<file path="src/rtl/seg_scan_if.sv">
// Digit-pattern/mask inputs and anode/cathode pin outputs of the 7-segment scan driver.
// master = pattern/mask producer, slave = scan driver.
interface seg_scan_if #(
  parameter int unsigned NUM_DIGITS = 4,
  parameter int unsigned SEG_W      = 7
);
  localparam int unsigned IDX_W = $clog2(NUM_DIGITS);

  logic [NUM_DIGITS*SEG_W-1:0] seg_data;
  logic                        blink_en;
  logic [NUM_DIGITS-1:0]       blink_mask;
  logic [NUM_DIGITS-1:0]       blank_mask;
  logic [SEG_W-1:0]            cathode;
  logic [NUM_DIGITS-1:0]       anode;
  logic [IDX_W-1:0]            digit_idx;
  logic                        frame_start;

  modport master (
    output seg_data, blink_en, blink_mask, blank_mask,
    input  cathode, anode, digit_idx, frame_start
  );

  modport slave (
    input  seg_data, blink_en, blink_mask, blank_mask,
    output cathode, anode, digit_idx, frame_start
  );
endinterface

</file>
<file path="src/rtl/seg_scan_driver.sv">
// Multiplexed N-digit 7-segment scan driver with dead time between digits,
// per-digit blink/blank masks and an on-clk_sys scan/blink prescaler.
module seg_scan_driver #(
  parameter int unsigned NUM_DIGITS = 4,
  parameter int unsigned SEG_W      = 7,
  parameter int unsigned SCAN_DIV   = 100000,
  parameter int unsigned DEAD_CYC   = 2,
  parameter int unsigned BLINK_DIV  = 128
) (
  input  logic       clk_sys,
  input  logic       rst,
  seg_scan_if.slave  bus
);

  localparam int unsigned IDX_W = $clog2(NUM_DIGITS);
  localparam int unsigned CNT_W = $clog2(SCAN_DIV);
  localparam int unsigned BLK_W = (BLINK_DIV > 1) ? $clog2(BLINK_DIV) : 1;

  logic [CNT_W-1:0]      slot_cnt;
  logic [IDX_W-1:0]      cur_digit;
  logic [BLK_W-1:0]      blink_cnt;
  logic                  blink_phase;

  logic [NUM_DIGITS-1:0] anode_reg;
  logic [SEG_W-1:0]      cathode_reg;
  logic [IDX_W-1:0]      digit_idx_reg;
  logic                  frame_start_reg;

  logic                  slot_wrap_c;
  logic                  dead_c;
  logic                  hide_c;
  logic [SEG_W-1:0]      pattern_c;
  logic [NUM_DIGITS-1:0] onehot_c;

  assign slot_wrap_c = (slot_cnt == CNT_W'(SCAN_DIV - 1));
  assign dead_c      = (32'(slot_cnt) < DEAD_CYC);
  assign onehot_c    = ~(NUM_DIGITS'(1) << cur_digit);

  // blank_mask wins over blink; blink only hides during the dark phase
  assign hide_c = bus.blank_mask[cur_digit] ||
                  (bus.blink_en && bus.blink_mask[cur_digit] && !blink_phase);

  // live pattern for the digit owning the slot
  always_comb begin
    pattern_c = '1;
    for (int unsigned k = 0; k < NUM_DIGITS; k++) begin
      if (IDX_W'(k) == cur_digit) begin
        pattern_c = bus.seg_data[k*SEG_W +: SEG_W];
      end
    end
  end

  // scan position, blink timer and registered pin outputs
  always_ff @(posedge clk_sys) begin
    if (rst) begin
      slot_cnt        <= '0;
      cur_digit       <= '0;
      blink_cnt       <= '0;
      blink_phase     <= 1'b1;
      anode_reg       <= '1;
      cathode_reg     <= '1;
      digit_idx_reg   <= '0;
      frame_start_reg <= 1'b0;
    end else begin
      slot_cnt <= slot_wrap_c ? '0 : slot_cnt + CNT_W'(1);
      if (slot_wrap_c) begin
        cur_digit <= (cur_digit == IDX_W'(NUM_DIGITS - 1)) ? '0 : cur_digit + IDX_W'(1);
      end

      // leaving adjust mode rearms a full visible half-period
      if (!bus.blink_en) begin
        blink_cnt   <= '0;
        blink_phase <= 1'b1;
      end else if (slot_wrap_c) begin
        if (blink_cnt == BLK_W'(BLINK_DIV - 1)) begin
          blink_cnt   <= '0;
          blink_phase <= ~blink_phase;
        end else begin
          blink_cnt <= blink_cnt + BLK_W'(1);
        end
      end

      anode_reg       <= dead_c ? '1 : onehot_c;
      cathode_reg     <= (dead_c || hide_c) ? '1 : pattern_c;
      digit_idx_reg   <= cur_digit;
      frame_start_reg <= (slot_cnt == '0) && (cur_digit == '0);
    end
  end

  assign bus.anode       = anode_reg;
  assign bus.cathode     = cathode_reg;
  assign bus.digit_idx   = digit_idx_reg;
  assign bus.frame_start = frame_start_reg;

endmodule

</file>
<file path="src/flat_wrapper.sv">
// flat-port wrapper written by rule: the top's interface ports become plain ports
module seg_scan_driver_flat 
#(
  parameter int unsigned NUM_DIGITS = 4,
  parameter int unsigned SEG_W      = 7,
  parameter int unsigned SCAN_DIV   = 100000,
  parameter int unsigned DEAD_CYC   = 2,
  parameter int unsigned BLINK_DIV  = 128
)
  (clk_sys, rst, bus_seg_data, bus_blink_en, bus_blink_mask, bus_blank_mask, bus_cathode, bus_anode, bus_digit_idx, bus_frame_start);
  seg_scan_if #(.NUM_DIGITS(NUM_DIGITS), .SEG_W(SEG_W)) bus_i ();
  input  logic clk_sys;
  input  logic rst;
  input wire logic [$bits(bus_i.seg_data)-1:0] bus_seg_data;
  input wire logic [$bits(bus_i.blink_en)-1:0] bus_blink_en;
  input wire logic [$bits(bus_i.blink_mask)-1:0] bus_blink_mask;
  input wire logic [$bits(bus_i.blank_mask)-1:0] bus_blank_mask;
  output wire logic [$bits(bus_i.cathode)-1:0] bus_cathode;
  output wire logic [$bits(bus_i.anode)-1:0] bus_anode;
  output wire logic [$bits(bus_i.digit_idx)-1:0] bus_digit_idx;
  output wire logic [$bits(bus_i.frame_start)-1:0] bus_frame_start;
  assign bus_i.seg_data = bus_seg_data;
  assign bus_i.blink_en = bus_blink_en;
  assign bus_i.blink_mask = bus_blink_mask;
  assign bus_i.blank_mask = bus_blank_mask;
  assign bus_cathode = bus_i.cathode;
  assign bus_anode = bus_i.anode;
  assign bus_digit_idx = bus_i.digit_idx;
  assign bus_frame_start = bus_i.frame_start;
  seg_scan_driver #(.NUM_DIGITS(NUM_DIGITS), .SEG_W(SEG_W), .SCAN_DIV(SCAN_DIV), .DEAD_CYC(DEAD_CYC), .BLINK_DIV(BLINK_DIV)) u_core (.clk_sys(clk_sys), .rst(rst), .bus(bus_i));
endmodule
</file>
<file path="config.mk">
export PLATFORM = sky130hd
export DESIGN_NAME = seg_scan_driver_flat
export DESIGN_NICKNAME = d
export VERILOG_FILES = /design/src/rtl/seg_scan_if.sv /design/src/rtl/seg_scan_driver.sv /design/src/flat_wrapper.sv
export SDC_FILE = /design/constraint.sdc
export NUM_CORES = 1
export LEC_CHECK = 0
export ABC_AREA = 1
export CAP_MARGIN = 20
export CORE_AREA = 2 2 54 76
export CTS_BUF_LIST = sky130_fd_sc_hd__clkbuf_8
export CTS_CLUSTER_SIZE = 12
export DETAILED_ROUTE_END_ITERATION = 7
export DIE_AREA = 0 0 56 78
export DONT_BUFFER_PORTS = 1
export HOLD_SLACK_MARGIN = 0.06
export PLACE_DENSITY_LB_ADDON = 0.2
export SYNTH_ARGS = -nofsm -noshare
export SYNTH_HDL_FRONTEND = slang
export SYNTH_SLANG_ARGS = --single-unit
</file>
<file path="constraint.sdc">
create_clock -name clk_sys -period 1.7 [get_ports clk_sys]
set_input_delay 0.255 -clock clk_sys [delete_from_list [all_inputs] [get_ports clk_sys]]
set_output_delay 0.255 -clock clk_sys [all_outputs]
set_load 0.005 [all_outputs]
</file>
==> results.toml <==
[die]
design.die.area_um2 = 4370
die_y_um = 78
io_pins = 53
core_um2 = 3640
row_count = 26
die_w_um = 56
initial_core_util = 0.615

[sta]
period_minus_slack_ns = 1.52
finClkSkew_ns = 0.00796
whs_ns = 0.0763
fmax_mhz = 660
setup_slack_ns = 0.184
finalSetupViolCount = 0
finalHoldViolCount = 0
rsz0062_at_grt = "no"
finalSetupTns_ns = 0
period_share = 0.892
drv_slew = 0
slew_headroom = 0.766
worst_slew_pin_slew_ns = 0.351

[detailed_routing]
route.vias.total = 2074
viasPerCell = 5.55
drc = 0
wl_per_cell_um = 14.3
antenna_left = 0
firstDrtPassIters = 4
wl_um = 5330
drtIter0Drc = 103

[critical_path]
startpoint_type = "flip-flop"
crit_type = "flip-flop to flip-flop"
worstPathArrival_ns = 1.71
end_kind = "flip-flop"
critical_path.max_fanout = 8
required_ns = 1.90
ff2ff_setup_slack_ns = 0.18

[cts]
clk_latency_ns = 0.30
cts_max_level = 2
cts_buffers = 5
clk_pin_slew_worst_paths_ns = 0.08
cts_tree = "yes"
cts.sinks = 41
cts_root_buf = "clkbuf_8"
cts_setup_buffers = 0
clk_path_buf_depth = 2

[flow_run]
max_cap_violations = 0

[finish]
nets = 377
area_growth_pct = 5.64
drive_gt1_frac = 0.0964
fill_cells = 364
largest_register_ffs = 17
utilization = 0.650
diodes = 0

[global_route]
gr-total-overflow = 0
antenna_found_initial = 0
track_usage = 0.257
grt_max_degree = 17
grt_pass1_vias = 2004
grt_pass1_wl_um = 8750

[synth]
yosysWarnings = 0
async_reset_ff_frac = 0
synth_ff_type = "dfxtp_1"
ys_seq_area_frac = 0.366
ys_types = 28
postSynthAreaPerCell_um2 = 6.85
syn_nets = 373
synth_edf_count = 0
netlist_instances = 327
synth_area_um2 = 2240
ys_ff_latch = 41

[power]
worst_ir_drop_vdd_mv = 0.783
power_leakage_uw = 0.000903
power_density_nw_per_um2 = 708
power_uw = 1680

[worst_hold_path]
hold_path.class = "input pin to flip-flop"

[status]
status = "complete, no violations"

[placed_design]
place_hpwl_um = 4170
gp_congestion = 0.922
io_buffers = 0
dpl_worst_slack_ns = 0.152
-- critical path: stages, from the launching register on --
cell     delay (ns)
dfxtp_1        0.37
ha_1           0.20
nand2_1        0.11
nor2_4         0.16
nand3_1        0.15
nor2_4         0.22
nand3_1        0.10
nand2_1        0.08
nor2_1         0.03
-- area by class of cell --
class / count / area [um2] / area share
tap: 42 / 52.6 / 0.0222
inverter: 34 / 128 / 0.0539
multi-input combinational: 245 / 1250 / 0.528
sequential: 41 / 822 / 0.347
timing repair buffer: 4 / 32.5 / 0.0137
clock inverter: 3 / 13.8 / 0.00581
clock buffer: 5 / 68.8 / 0.0291
-- where the power goes --
group          internal (uW)  switching, uW  total (uW)
clock                    279            341         620
combinational           28.0           43.2        71.2
sequential               975           10.4         985
-- final timing paths --
path,start,end,cells after the start
worst min register to register,u_core.blink_phase,u_core.blink_phase,2
worst min-delay path,bus_seg_data[22],u_core.bus.cathode[1],2
worst max register to register,u_core.slot_cnt[0],u_core.blink_cnt[5],8
worst max-delay path,u_core.slot_cnt[0],u_core.blink_cnt[5],8
-- per-layer routing --
layer	global-route usage	share of wire
met1	0.236	0.36
met2	0.516	0.56
met3	0.0633	0.058
met4	0.105	0.024
met5	0	0
-- metrics by stage --
stage	cells	area, um2
6_report	374	2370
3_3_place_gp	365	2270
5_1_grt	374	2370
4_1_cts	374	2360
2_1_floorplan	327	2240
3_5_place_dp	365	2270
-- logic make-up (layout without fill, tap and decap cells) --
| family | after synthesis | after routing | share of synthesized area |
|---|---|---|---|
| fa+ha+maj | 7 | 7 | 0.0391 |
| flops | 41 | 41 | 0.366 |
| buf+inv | 41 | 46 | 0.0770 |
| simple gates | 190 | 190 | 0.387 |
| xor+xnor | 8 | 8 | 0.0313 |
| compound gates | 40 | 40 | 0.0988 |
-- synthesized netlist by cell type, types with 3 or more instances --
library cell  count  area, um2
o21ai_0          20        100
nand4_1          11       68.8
nand2_2           3       18.8
nand3_1          32        160
o211ai_1          7       52.6
nor3_1            3       15.0
nor2_1           61        229
dfxtp_1          41        821
buf_2             3       15.0
nor2_4            3       33.8
ha_1              7       87.6
a21oi_1          12       60.1
nand2_1          65        244
xor2_1            7       61.3
inv_1            31        116
nor2_2            5       31.3
-- cells in the final DEF (no fill, tap or decap), types with 2 or more instances in the layout --
cell type / count
inv_2: 3
nor2_1: 61
nor2_2: 5
dfxtp_1: 40
buf_4: 3
nor3_1: 3
clkbuf_8: 5
nor3_2: 2
clkinv_2: 2
ha_1: 7
xor2_1: 7
inv_1: 31
o211ai_1: 7
nand2_1: 64
nand4_1: 11
nor2_4: 3
nand2_2: 4
a21oi_1: 12
o21ai_0: 20
nand3_1: 32
-- timing repair --
action | in CTS | in global routing
resized for setup | 0 | 3
endpoints found under the setup margin | 0 | 7
hold endpoints to repair | 3 | 0
hold buffers | 1 | 0
Note: power is estimated with default switching activity, not from simulation.
